## config.mk

```make
export PLATFORM = sky130hd
export DESIGN_NAME = latch_write_arbiter
export DESIGN_NICKNAME = d
export VERILOG_FILES = /design/src/rtl/latch_write_arbiter.sv
export SDC_FILE = /design/constraint.sdc
export NUM_CORES = 1
export LEC_CHECK = 0
export CORE_AREA = 2 2 85 70
export CTS_CLUSTER_SIZE = 25
export DETAILED_ROUTE_END_ITERATION = 6
export DIE_AREA = 0 0 87 72
export SLEW_MARGIN = 15
export SYNTH_ARGS = -nofsm -noshare
export SYNTH_HDL_FRONTEND = slang
export SYNTH_SLANG_ARGS = --single-unit
export TNS_END_PERCENT = 10
```

## constraint.sdc

```tcl
create_clock -name clk -period 4.8 [get_ports clk]
set_input_delay 0.96 -clock clk [delete_from_list [all_inputs] [get_ports clk]]
set_output_delay 0.96 -clock clk [all_outputs]
set_load 0.02 [all_outputs]
```

## src/rtl/latch_write_arbiter.sv

```systemverilog
// Round-robin arbiter and write sequencer for a shared level-sensitive latch bank.
// Each write runs SETUP -> ENABLE (EN_CYCLES) -> HOLD, so D is stable around the gate.
module latch_write_arbiter #(
  parameter int N_REQ     = 4,
  parameter int WIDTH     = 8,
  parameter int EN_CYCLES = 2
) (
  input  logic                   clk,
  input  logic                   rst,
  input  logic [N_REQ-1:0]       req,
  input  logic [N_REQ*WIDTH-1:0] wdata,
  input  logic                   clr,
  output logic [N_REQ-1:0]       gnt,
  output logic [N_REQ-1:0]       done,
  output logic [WIDTH-1:0]       lat_d,
  output logic                   lat_en,
  output logic                   lat_rst,
  output logic                   busy
);

  localparam int PTR_W = (N_REQ > 1) ? $clog2(N_REQ) : 1;
  localparam int PW1   = PTR_W + 1;
  localparam int CNT_W = (EN_CYCLES > 1) ? $clog2(EN_CYCLES) : 1;

  typedef enum logic [2:0] {IDLE, CLEAR, SETUP, ENABLE, HOLD} state_t;

  state_t             state, state_nxt;
  logic [PTR_W-1:0]   ptr, ptr_nxt;
  logic [PTR_W-1:0]   win, win_nxt, win_pick;
  logic [CNT_W-1:0]   cnt, cnt_nxt;
  logic [N_REQ-1:0]   gnt_nxt, done_nxt;
  logic [WIDTH-1:0]   lat_d_nxt;
  logic               lat_en_nxt, lat_rst_nxt;

  // First requester at or after p, wrapping modulo N_REQ.
  function automatic logic [PTR_W-1:0] pick(input logic [N_REQ-1:0] r,
                                            input logic [PTR_W-1:0] p);
    logic [PW1-1:0]   s;
    logic [PTR_W-1:0] w;
    logic             found;
    w     = '0;
    found = 1'b0;
    for (int i = 0; i < N_REQ; i++) begin
      s = {1'b0, p} + PW1'(i);
      if (s >= PW1'(N_REQ)) s = s - PW1'(N_REQ);
      if (!found && r[s[PTR_W-1:0]]) begin
        found = 1'b1;
        w     = s[PTR_W-1:0];
      end
    end
    return w;
  endfunction

  function automatic logic [PTR_W-1:0] next_ptr(input logic [PTR_W-1:0] w);
    logic [PW1-1:0] s;
    s = {1'b0, w} + PW1'(1);
    if (s >= PW1'(N_REQ)) s = '0;
    return s[PTR_W-1:0];
  endfunction

  assign win_pick = pick(req, ptr);

  always_comb begin
    state_nxt   = state;
    ptr_nxt     = ptr;
    win_nxt     = win;
    cnt_nxt     = cnt;
    gnt_nxt     = gnt;
    done_nxt    = '0;
    lat_d_nxt   = lat_d;
    lat_en_nxt  = 1'b0;
    lat_rst_nxt = 1'b0;
    case (state)
      IDLE: begin
        if (clr) begin
          state_nxt   = CLEAR;
          gnt_nxt     = '0;
          lat_rst_nxt = 1'b1;
        end else if (|req) begin
          state_nxt = SETUP;
          win_nxt   = win_pick;
          for (int i = 0; i < N_REQ; i++) begin
            gnt_nxt[i] = (win_pick == PTR_W'(i));
            if (win_pick == PTR_W'(i)) lat_d_nxt = wdata[i*WIDTH +: WIDTH];
          end
        end
      end
      CLEAR: begin
        state_nxt = IDLE;
        gnt_nxt   = '0;
      end
      SETUP: begin
        state_nxt  = ENABLE;
        lat_en_nxt = 1'b1;
        cnt_nxt    = '0;
      end
      ENABLE: begin
        // Gate closes one cycle before done so D stays put through HOLD.
        if (cnt == CNT_W'(EN_CYCLES - 1)) begin
          state_nxt = HOLD;
          done_nxt  = gnt;
        end else begin
          cnt_nxt    = cnt + CNT_W'(1);
          lat_en_nxt = 1'b1;
        end
      end
      HOLD: begin
        state_nxt = IDLE;
        gnt_nxt   = '0;
        ptr_nxt   = next_ptr(win);
      end
      default: state_nxt = IDLE;
    endcase
  end

  always_ff @(posedge clk) begin
    if (rst) begin
      state   <= IDLE;
      ptr     <= '0;
      win     <= '0;
      cnt     <= '0;
      gnt     <= '0;
      done    <= '0;
      lat_d   <= '0;
      lat_en  <= 1'b0;
      lat_rst <= 1'b1;
      busy    <= 1'b0;
    end else begin
      state   <= state_nxt;
      ptr     <= ptr_nxt;
      win     <= win_nxt;
      cnt     <= cnt_nxt;
      gnt     <= gnt_nxt;
      done    <= done_nxt;
      lat_d   <= lat_d_nxt;
      lat_en  <= lat_en_nxt;
      lat_rst <= lat_rst_nxt;
      busy    <= (state_nxt != IDLE);
    end
  end

endmodule

```

## After elaboration in Yosys (flattened, before gate mapping)

Index checks and enable logic that the tools add are counted.

- Muxes and demuxes: 37
- Shifts and indexed selects: 0
- Equality and inequality tests: 8
- Add/subtract/negate cells: 9
- Reduce and logical (&&, ||, !) cells: 18
- Multiply operators: 0
- Bitwise logic cells: 3
- Divide/modulo/power cells: 0
- Order comparisons: 9

Operators with widths:

| cell | number |
|---|---|
| $mux W8 | 4 |
| $mux W2 | 9 |
| $ge A3 B3 Y1 const B | 4 |
| $lt A2 B3 Y1 const B | 4 |
| $mux W1 | 11 |
| $mux W3 | 3 |
| $pmux W3 S3 | 1 |
| $bmux W1 S2 | 4 |
| $mux W4 | 2 |
| $pmux W4 S2 | 1 |
| $sub A2 B1 Y2 const B | 4 |
| $add A2 B1 Y3 const B | 2 |
| $add A2 B2 Y3 const B | 2 |
| $eq A3 B2 Y1 const B | 2 |
| $eq A2 B2 Y1 const B | 2 |
| $pmux W1 S2 | 2 |
| $reduce_and A4 Y1 | 1 |
| $reduce_bool A2 Y1 | 2 |
| $reduce_bool A4 Y1 | 1 |
| $reduce_or A4 Y1 | 1 |
| $eq A3 B1 Y1 const B | 1 |
| $eq A3 B3 Y1 const B | 1 |
| $ge A2 B3 Y1 const B | 1 |
| $logic_and A1 B1 Y1 | 3 |
| other kinds (12) | 16 |

- Output and inout bits: 19
- Logic and storage cells: 94
- Latch bits: 0
- Bits in registers: 27
- ROM bits: 0
- Bits of input ports: 39
- RAM bits: 0
- Memories: 0

## Depth between registers and ports, before layout

Gate-level depths: netlist (run 1).

- Depth in word-level cells: 19
- Mapped depth: 6
- Mapped depth without buffers: 4

## Worst setup path after synthesis (run 1)

Ideal clock, no wire load.

- Kind: input to register
- From: input req[1]
- To: register lat_d[7]
- Cell stages on the path: 6
- Data arrival time: 2.204 ns
- Setup time: 0.126 ns
- Path buffers: 2
- Setup slack: 2.469 ns
- Path through: or3b_2 > o221a_2 > buf_2 > buf_2 > mux2i_1 > o221ai_2

- Cells in the longest elaborated chain, start to end: 16
- Elaborated cells on any way between the ends: 31
- Classes of those cells: eq/ne (3); mux (18); reduce/logical (10)

RTL lines:

| element | RTL line | text |
|---|---|---|
| from (decl) | 10 | `input logic [N_REQ-1:0] req,` |
| $bmux W1 S2 | 46 | `if (!found && r[s[PTR_W-1:0]]) begin` |
| $mux W1 (not written as such) | 46 |  |
| $mux W1 | 46 |  |
| $logic_not A1 Y1 | 46 |  |
| $logic_and A1 B1 Y1 | 46 |  |
| $mux W1 | 46 |  |
| $logic_not A1 Y1 | 46 |  |
| $logic_and A1 B1 Y1 | 46 |  |
| $mux W1 | 46 |  |
| $logic_not A1 Y1 | 46 |  |
| $logic_and A1 B1 Y1 | 46 |  |
| $mux W2 | 46 |  |
| $eq A2 B1 Y1 | 84 | `if (win_pick == PTR_W'(i)) lat_d_nxt = wdata[i*WIDTH +: WIDTH];` |
| $mux W8 (3 in a row) | 84 |  |
| to (signal assigned) | 135 | `lat_d <= lat_d_nxt;` |
| to (decl) | 15 | `output logic [WIDTH-1:0] lat_d,` |

Several ways; a longest one is shown, not always the timed one. The select of a mux whose other input is x is not followed.
A chain may end at the register's enable or synchronous reset.

## Worst setup path in the final report (run 1)

- From: input req[3]
- To: register lat_d[1]

The elaborated chain is that of the path after synthesis.

==> metrics.md, run 1 <==
| Metric | Value |
|---|---|
| Share of layout cells above drive strength 1 | 0.0632 |
| Hold_ws | ~0.47 ns |
| Remaining DRCs | 0 |
| Max cap viols | 0 |
| Arr. time, crit path | 2.92 ns |
| Slew Viols, Final | 0 |
| Setup WS pre-CTS | around 1.8 ns |
| Setup-failing EPs final | 0 |
| Hold Fails Final Rpt | 0 |
| Fin cells | 255 |
| Actual slew at the worst max-slew pin | 0.774 ns |
| Peak VDD IR | 105 uV |
| Setup Skew | ~0.0046 ns |
| H-tree levels | 1 |
| Die span in y | about 72 um |
| Crit end category | flip-flop |
| Final Critical Period | 2.77 ns |
| Synthesized area | between 1000 and 1500 um^2 |
| Leakage | roughly 0.69 nW |
| Top_reg_cell synth | dfxtp_1 |
| Clock network fraction of design power | 0.260 |
| Comb pwr share | 0.256 |
| Final worst slack | 2.03 ns |
| Post-synth ARST share | 0 |
| Area grow syn2layout | 49.2% |
| HPWL Detailed | 2.47 mm |
| Hold Path Class | flip-flop to flip-flop |
| Clock sink count | 27 |
| Clock Tree Root | clkbuf_8 |
| Die W | 87 um |
| Global placer's final weighted congestion | 0.713 |
| # resized after CTS | 0 |
| Core Area | 5380 um^2 |
| Pwr Total | 516 uW |
| Post-Syn Area per Cell | between 9 and 10 um^2 |
| Hold_buf cts | 0 |
| Rows | 24 |
| RSZ-0062 raised after global routing | false |
| Cells after Synth | 137 |
| First-pass GRT wire length | 5.35 mm |
| Vias in the first global route | between 1000 and 1500 |
| Slowest Stage Delay on Critical Path | between 0.6 and 0.7 ns |
| Routed via count | 1205 |
| Max Fclk | 361 MHz |
| Post CTS Setup Buffer Count | 0 |
| Via density | 4.73 |
| Final ANT Viol Nets | 0 |
| Largest net degree at the start of global routing | 24 |
| WL final | between 3 and 4 mm |
| CP cell instances | clkdlybuf4s50_1 > nor4_1 > or3_4 > a211o_1 > o221ai_1 |
| Initial core utilization | 0.245 |
| Slew margin rel. | 0.482 |
| Initial DRC Count | 62 |
| TritonCTS clock tree | done |
| Post-synth top area cell | dfxtp_1 |
| Flop-to-flop setup slack | 2.79 ns |
| Total CTS buffers | 3 |
| Wire length per cell | 12.9 um |
| Setup_tns | 0 ns |
| Initial DRT Pass Iterations | 4 |
| Worst skew pair latency | approximately 0.28 ns |
| CP startpoint kind | primary input |
| Placed cell count | 251 |
| Synth top area cells | dfxtp_1, mux2i_1, o221ai_1, nand3b_1, a21oi_1 |
| Post-synth EDFFs | 0 |
| CP bufs+invs | 1 |
| Final nets | 231 |
| Clock-pin slew on the worst setup and hold paths | ~0.090 ns |
| Number of synthesized register bits | 27 |
| Share of the synthesized area in the top cell type | 0.410 |
| Distinct cells, synth | 35 |
| Critical path class | primary input to flip-flop |
| Aggregate global-route resource usage | 0.110 |
| Status | complete, no violations |
| Worst Path Required | 4.95 ns |
| Pwr dens | 262 nW/um^2 |
| Cell-internal power | 370 uW |
| Warnings, synthesis | 0 |
| Syn_nets | 177 |
| Ant. Diodes | 0 |
| Post-synthesis sequential area ratio | 0.410 |
| Die area | 6260 um^2 |
| Bufs on Longest Clock Path | 2 |
| Period Utilization, post-route | 0.578 |
| CP max FO | 12 |
| Top delay family on crit path | simple AND/OR/NAND/NOR gates |
| Antenna violations before repair | 0 |
| Sw Ratio | 0.282 |
| IO Count | 58 |
| GRT overflow | 0 |
| Reg power frac | 0.484 |
| Net Switching | 145 uW |
| Number of port buffers | 57 |
| Slowest-stage cell, CP | nor4_1 |
## final cells by class
type                            count  area (um^2)
Multi-Input combinational cell     98          714
Sequential cell                    27          541
Clock inverter                      1         5.00
Tap cell                           65         81.3
Timing Repair Buffer               57          571
Clock buffer                        3         41.3
Fill cell                         538         3410
Inverter                            4         15.0
## logic make-up after synthesis
kind of cell | after synthesis | share of synthesized area
simple gates | 44 | 0.192
compound gates | 34 | 0.196
flops | 27 | 0.410
mux | 19 | 0.144
buf+inv | 12 | 0.0484
fa+ha+maj | 1 | 0.00949
## stage by stage
stage	cell area, um^2	utilization
2_1_floorplan	1320	-
3_3_place_gp	1920	0.358
3_5_place_dp	1920	0.358
4_1_cts	1970	0.366
5_1_grt	1970	0.366
6_report	1970	0.366
## synth_stat cells (2+ instances only)
library cell / number
a21oi_1: 10
and2_1: 4
buf_2: 3
buf_6: 2
clkbuf_1: 3
dfxtp_1: 27
inv_1: 4
mux2i_1: 19
nand2_1: 8
nand3b_1: 8
nand4_1: 2
nor2_1: 11
nor2b_1: 2
nor3_1: 2
o211ai_1: 2
o21bai_1: 3
o221ai_1: 8
or3_4: 2
## power groups by stage
stage                     Combinational, mW  Sequential, mW  Clock (mW)
after floorplan                      0.0629           0.263           0
after global placement                0.132           0.255           0
after detailed placement              0.132           0.255           0
after CTS                             0.133           0.250       0.136
after global routing                  0.143           0.252       0.147
final                                 0.132           0.250       0.134
## state kept, by name, indices dropped and copies added, names as in the netlist
signal   cells
win          2
state        3
lat_rst      1
cnt          1
lat_d        8
ptr          2
lat_en       1
busy         1
done         4
gnt          4
## worst register-to-register path: cells and delay by family (launching register included)
kind               cells  cell delay, ns
and+or+nand+nor        3            1.35
AOI/OAI and AO/OA      1            0.19
DFF                    1            0.39
## worst paths after layout
kind | startpoint | end | depth (start not counted)
max | req[3] | lat_d[1] | 5
min | win[1] | win[1] | 2
max reg2reg | state[2] | lat_d[1] | 4
min reg2reg | win[1] | win[1] | 2
## routing by layer
metal / GRT usage / wire length [um]
met5: 0 / 0
met2: 0.165 / 1330
met1: 0.141 / 1610
met3: 0.0535 / 339
met4: 0.0313 / 24
## placed cells by master, fill, tap and decap left out, types with 2 or more instances in the layout
cell type / n
clkdlybuf4s50_1: 57
dfxtp_1: 27
mux2i_1: 19
nor2_1: 11
a21oi_1: 10
nand2_1: 8
o221ai_1: 8
nand3b_1: 8
inv_1: 4
and2_1: 4
o21bai_1: 3
clkbuf_8: 3
nor2b_1: 2
or3_4: 2
nor3_1: 2
o211ai_1: 2
nand4_1: 2
(Power assumes the default switching activity.)
==> run 2: changes to the inputs <==
==> constraint.sdc (replaced) <==
create_clock -name clk -period 2.23 [get_ports clk]
set_input_delay 0.446 -clock clk [delete_from_list [all_inputs] [get_ports clk]]
set_output_delay 0.446 -clock clk [all_outputs]
set_load 0.02 [all_outputs]
==> run 2 against run 1 <==
  * Sequential share of layout area down 1.1 points
  * Non-clock buffer count rose by 11
  * Via count rose by 4.7%
  * Hold slack got worse by 0.0049 ns
  * Register-to-register slack got worse by 2.5 ns
  * Clock-buffer cell count increased by 1
  * Largest cell class unchanged
  * Worst setup slack lost 1.9 ns
  * Flip-flop and latch count stayed put
  * Clock power grew 100%
  * Clock skew about the same
==> metrics.md, run 2 (synthesis results as in run 1) <==
| Metric | Value |
|---|---|
| Slew margin rel. | 0.599 (+0.116) |
| Setup WS pre-CTS | -0.136 ns (-1.90 ns) |
| Aggregate global-route resource usage | 0.108 (-0.00260) |
| Top sig layer | met4 |
| CP cell instances | clkdlybuf4s50_1 > a21boi_0 > o221a_2 > mux2i_1 > o221ai_1 |
| Remaining DRCs | 0 (unchanged) |
| Top flop regs | lat_d: 8 flops, done: 4 flops, gnt: 4 flops |
| Final ANT Viol Nets | 0 (unchanged) |
| WL final | 3.36 mm (+1.7%) |
| Hold Fails Final Rpt | 0 (unchanged) |
| Antenna violations before repair | 0 (unchanged) |
| Bufs on Longest Clock Path | 2 (unchanged) |
| Final nets | 242 (+4.8%) |
| Most frequent cells in the layout | clkdlybuf4s50_1, dfxtp_1, mux2i_1, nor2_1, buf_4 |
| Worst r2r src | state[2] |
| Peak VDD IR | 266 uV (+150%) |
| CP startpoint kind | primary input |
| Worst skew pair latency | 0.27 ns (about the same) |
| Clock sink count | 27 (unchanged) |
| Hold Path Class | flip-flop to flip-flop |
| Setup-failing EPs final | 0 (unchanged) |
| Actual slew at the worst max-slew pin | 0.602 ns (-0.172 ns) |
| Die W | 87 um (unchanged) |
| Critical path class | primary input to flip-flop |
| IO Count | 58 (unchanged) |
| Hold path startpoint | gnt[1] |
| Total CTS buffers | 3 (unchanged) |
| Die area | 6260 um^2 (unchanged) |
| Final worst slack | 0.147 ns (-1.88 ns) |
| H-tree levels | 1 (unchanged) |
| Clock Tree Root | clkbuf_8 |
| Wire length per cell | 12.6 um (-2.5%) |
| Pwr Total | 1.11 mW (+120%) |
| Rows | 24 (unchanged) |
| Initial DRC Count | 93 (+50%) |
| Initial core utilization | 0.245 (unchanged) |
| R2r endpoint | lat_d[0] |
| Area grow syn2layout | 55.4% |
| Core Area | 5380 um^2 (unchanged) |
| Ant. Diodes | 0 (unchanged) |
| CP max FO | 19 (+7) |
| Slew Viols, Final | 0 (unchanged) |
| Biggest register | lat_d |
| Top delay family on crit path | compound AO/OA/AOI/OAI gates |
| GRT overflow | 0 (unchanged) |
| Crit end category | flip-flop |
| Max Fclk | 480 MHz |
| Status | complete, no violations |
| Share of layout cells above drive strength 1 | 0.109 (+0.0463) |
| Slowest Stage Delay on Critical Path | 0.64 ns (+0.02 ns) |
| Flop-to-flop setup slack | 0.32 ns (-2.47 ns) |
| RSZ-0062 raised after global routing | false |
| Hold path cells | 2 (unchanged) |
| Post CTS Setup Buffer Count | 0 (unchanged) |
| Hold_buf cts | 0 (unchanged) |
| Initial DRT Pass Iterations | 4 (unchanged) |
| Slowest-stage cell, CP | o221a_2 |
| Die span in y | 72 um (unchanged) |
| Global placer's final weighted congestion | 0.778 (+9.1%) |
| CP bufs+invs | 1 (unchanged) |
| Setup Skew | 0.00441 ns (-0.000154 ns) |
| Leakage | 0.745 nW (+7.4%) |
| Cells on worst reg2reg path | 4 (unchanged) |
| Util after Layout | 0.381 (+0.0151) |
| Met3 WL | 360 um (+6.2%) |
| Worst Path Required | 2.38 ns (-2.57 ns) |
| Number of port buffers | 57 (unchanged) |
| Via density | 4.74 (+0.40%) |
| Routed via count | 1262 (+4.7%) |
| Arr. time, crit path | 2.23 ns (-0.69 ns) |
| First-pass GRT wire length | 5.32 mm (-0.65%) |
| Max cap viols | 0 (unchanged) |
| Clock-pin slew on the worst setup and hold paths | 0.09 ns (about the same) |
| Post-Route M1 WL | 1.62 mm (+0.56%) |
| # resized after CTS | 0 (unchanged) |
| Vias in the first global route | 1095 (-3.9%) |
| TritonCTS clock tree | done |
| HPWL Detailed | 2.54 mm (+2.6%) |
| WHS Endpoint | gnt[1] |
| Pwr dens | 541 nW/um^2 (+110%) |
| Met2 wire length | 1.36 mm (+2.3%) |
| Max FFs per register | 8 (unchanged) |
| Largest net degree at the start of global routing | 23 (-4.2%) |
| Most common cell after layout, fill and taps aside | clkdlybuf4s50_1 |
| Final Critical Period | 2.08 ns |
| Period Utilization, post-route | 0.934 |
[run 2: where the power goes]
| group | switching [mW] | leakage [nW] | internal, mW |
|---|---|---|---|
| clock | 0.142 | 0.0228 | 0.128 |
| combinational | 0.129 | 0.502 | 0.173 |
| sequential | 0.0244 | 0.220 | 0.513 |
| total | 0.295 | 0.745 | 0.814 |
[run 2: metrics by stage]
stage	setup TNS (ns)	hold slack, ns	area [um^2]	cells
floorplan	0	0.438	1320	137
global placement	-0.635	0.454	2000	262
detailed placement	-1.03	0.460	2000	262
CTS	0	0.472	2050	266
global route	0	0.488	2050	266
finish	0	0.466	2050	266
[run 2: routing by layer]
| layer | vias up | global-route usage |
|---|---|---|
| li1 | 640 | - |
| met1 | 567 | 0.150 |
| met2 | 53 | 0.153 |
| met3 | 2 | 0.0523 |
| met4 | 0 | 0.0156 |
| met5 | - | 0 |
[run 2: worst max-delay path by stage]
stage	from	endpoint	slack, ns	cells after the start
after floorplan	state[0]	lat_d[7]	0.37	6
after global placement	req[0]	lat_d[7]	-0.1	5
after detailed placement	req[1]	lat_d[1]	-0.14	5
after CTS	req[1]	lat_d[2]	0.16	5
after global routing	req[0]	lat_d[1]	0.02	5
final	req[0]	lat_d[1]	0.15	5
[run 2: tightest hold or removal path, stage by stage (launching register included)]
cell	delay, ns
dfxtp_1	0.32
nand2_1	0.05
a21oi_1	0.05
[run 2: layout make-up]
type	instances	area (um^2)
repair buffers	68	653
flip-flops and latches	27	541
multi-input cells	98	714
fillers	527	3330
well taps	65	81.3
inverters	4	15.0
clock buffers	4	45.0
==> run 3: changes to the inputs <==
--- a/config.mk
+++ b/config.mk
@@ -9,7 +9,7 @@
 export CTS_CLUSTER_SIZE = 25
 export DETAILED_ROUTE_END_ITERATION = 6
 export DIE_AREA = 0 0 87 72
-export SLEW_MARGIN = 15
+export SLEW_MARGIN = 25
 export SYNTH_ARGS = -nofsm -noshare
 export SYNTH_HDL_FRONTEND = slang
 export SYNTH_SLANG_ARGS = --single-unit
==> constraint.sdc (replaced) <==
create_clock -name clk -period 2.4 [get_ports clk]
set_input_delay 0.36 -clock clk [delete_from_list [all_inputs] [get_ports clk]]
set_output_delay 0.36 -clock clk [all_outputs]
set_load 0.02 [all_outputs]
==> run 3 against run 2 <==
  * Cell area decreased by 1.8%
  * Critical path depth unchanged
  * Global-route usage increased by 0.053 points
  * Flip-flop and latch count unchanged
  * Sequential power decreased by 7.1%
  * Clock skew increased by 0.0034 ns
  * Non-clock buffer count decreased by 5
  * Combinational power decreased by 9.6%
  * Hold slack improved by 0.0073 ns
  * Clock power decreased by 5%
  * Sequential share of layout area increased by 0.49 points
  * First-iteration DRC count decreased by 13%
  * Largest power group unchanged
==> metrics.md, run 3 (synthesis results as in run 1) <==
| Metric | Value |
|---|---|
| Die W | 87 um (unchanged) |
| Core Area | 5380 um^2 (unchanged) |
| Post CTS Setup Buffer Count | 0 (unchanged) |
| Worst Path Required | 2.55 ns (+0.17 ns) |
| Most common cell after layout, fill and taps aside | clkdlybuf4s50_1 |
| Top flop regs | lat_d: 8 flops, done: 4 flops, gnt: 4 flops |
| Ant. Diodes | 0 (unchanged) |
| Net Switching | 275 uW (-6.7%) |
| Worst r2r src | state[2] |
| Clock sink count | 27 (unchanged) |
| Initial DRC Count | 81 (-13%) |
| TritonCTS clock tree | done |
| RSZ-0062 raised after global routing | false |
| Hold_buf cts | 0 (unchanged) |
| Critical path class | primary input to flip-flop |
| Vias in the first global route | 1113 (+1.6%) |
| WHS Endpoint | gnt[3] |
| Slew margin rel. | 0.609 (+0.0102) |
| IO Count | 58 (unchanged) |
| Crit end category | flip-flop |
| First-pass GRT wire length | 5.33 mm (+0.26%) |
| Hold Fails Final Rpt | 0 (unchanged) |
| Clock network fraction of design power | 0.248 (+0.005) |
| Antenna violations before repair | 0 (unchanged) |
| Global placer's final weighted congestion | 0.782 (+0.45%) |
| R2r endpoint | lat_d[3] |
| Setup Skew | 0.00777 ns (+0.00337 ns) |
| Routed via count | 1217 (-3.6%) |
| Area grow syn2layout | 52.6% |
| Status | complete, no violations |
| Clock Tree Root | clkbuf_8 |
| Multi-input logic area | 714 um^2 (unchanged) |
| CP max FO | 19 (unchanged) |
| Setup_tns | 0 ns (unchanged) |
| Clock-pin slew on the worst setup and hold paths | 0.09 ns (about the same) |
| Actual slew at the worst max-slew pin | 0.587 ns (-0.0154 ns) |
| Period Utilization, post-route | 0.840 |
| Remaining DRCs | 0 (unchanged) |
| Arr. time, crit path | 2.17 ns (-0.06 ns) |
| Worst Setup SP | req[1] |
| Max cap viols | 0 (unchanged) |
| Pwr dens | 510 nW/um^2 (-5.7%) |
| Hold path cells | 2 (unchanged) |
| Max FFs per register | 8 (unchanged) |
| Most frequent cells in the layout | clkdlybuf4s50_1, dfxtp_1, mux2i_1, nor2_1, a21oi_1 |
| Util after Layout | 0.374 (-0.00698) |
| Wire length per cell | 12.5 um (-1.0%) |
| Cell-internal power | 751 uW (-7.7%) |
| # resized after CTS | 0 (unchanged) |
| WL final | 3.26 mm (-2.9%) |
| Comb pwr share | 0.266 (-0.006) |
| H-tree levels | 1 (unchanged) |
| Number of port buffers | 57 (unchanged) |
| Initial DRT Pass Iterations | 4 (unchanged) |
| Share of layout cells above drive strength 1 | 0.0867 (-0.0227) |
| Hold Path Class | flip-flop to flip-flop |
| Sw Ratio | 0.268 (+0.00207) |
| Slew Viols, Final | 0 (unchanged) |
| CP startpoint kind | primary input |
| Sequential Area | 541 um^2 (unchanged) |
| Aggregate global-route resource usage | 0.108 (+0.000529) |
| Bufs on Longest Clock Path | 2 (unchanged) |
| Max Fclk | 496 MHz |
| HPWL Detailed | 2.56 mm (+1.1%) |
| Leakage | 0.721 nW (-3.3%) |
| Die span in y | 72 um (unchanged) |
| Rows | 24 (unchanged) |
| Final nets | 237 (-2.1%) |
| Via density | 4.66 (-1.7%) |
| Final ANT Viol Nets | 0 (unchanged) |
| Final Critical Period | 2.02 ns |
| Largest net degree at the start of global routing | 20 (-13%) |
| Worst skew pair latency | 0.27 ns (about the same) |
| Peak VDD IR | 184 uV (-31%) |
| Hold path startpoint | gnt[3] |
| Initial core utilization | 0.245 (unchanged) |
| Die area | 6260 um^2 (unchanged) |
| Flop-to-flop setup slack | 0.50 ns (+0.18 ns) |
| Total CTS buffers | 3 (unchanged) |
| Fillers | 552 (+4.7%) |
| Reg power frac | 0.486 (about the same) |
| Setup-failing EPs final | 0 (unchanged) |
| Biggest register | lat_d |
| Cells on worst reg2reg path | 4 (unchanged) |
| GRT overflow | 0 (unchanged) |
==> run 3: changes by cell type in the layout (fill, tap and decap cells not counted), sizes merged <==
cell / before / now
buf: 11 / 6
==> run 3: how the worst max path moves through the flow <==
stage / cells after the start / end / slack (ns)
floorplan: 6 / lat_d[7] / 0.54
global placement: 5 / lat_d[7] / 0.16
detailed placement: 5 / lat_d[6] / 0.10
CTS: 5 / lat_d[6] / 0.40
global route: 5 / lat_d[4] / 0.22
finish: 5 / lat_d[6] / 0.38
==> run 3: per-stage QoR <==
stage	cell area (um^2)	worst slack, ns	hold WS (ns)	cells	total power [mW]
after floorplan	1320	0.536	0.438	137	0.651
after global placement	1970	0.158	0.450	257	0.784
after detailed placement	1970	0.101	0.467	257	0.785
after CTS	2010	0.400	0.479	261	1.04
after global routing	2010	0.216	0.499	261	1.08
final	2010	0.385	0.474	261	1.03
==> run 3: metal layers <==
metal,global-route usage,share of wire
met1,0.147,0.47
met2,0.154,0.41
met3,0.0580,0.12
met4,0.0156,0.0040
met5,0,0
==> run 3: power by group through the flow <==
| stage | sequential (mW) | combinational [mW] | clock, mW |
|---|---|---|---|
| after detailed placement | 0.510 | 0.275 | 0 |
| final | 0.499 | 0.273 | 0.255 |
| after CTS | 0.500 | 0.276 | 0.264 |
| after global placement | 0.510 | 0.275 | 0 |
| after floorplan | 0.525 | 0.126 | 0 |
| after global routing | 0.504 | 0.298 | 0.279 |
==> run 3: area by class of cell <==
cell class,count,area share
well taps,65,0.0404
repair buffers,63,0.306
clock buffers,4,0.0224
inverters,4,0.00746
flip-flops and latches,27,0.269
multi-input cells,98,0.355
==> run 3: critical path, cell delays in order <==
cell and delay, ns:
clkdlybuf4s50_1 0.48, a21boi_0 0.28, o221a_2 0.63, mux2i_1 0.27, o221ai_1 0.13
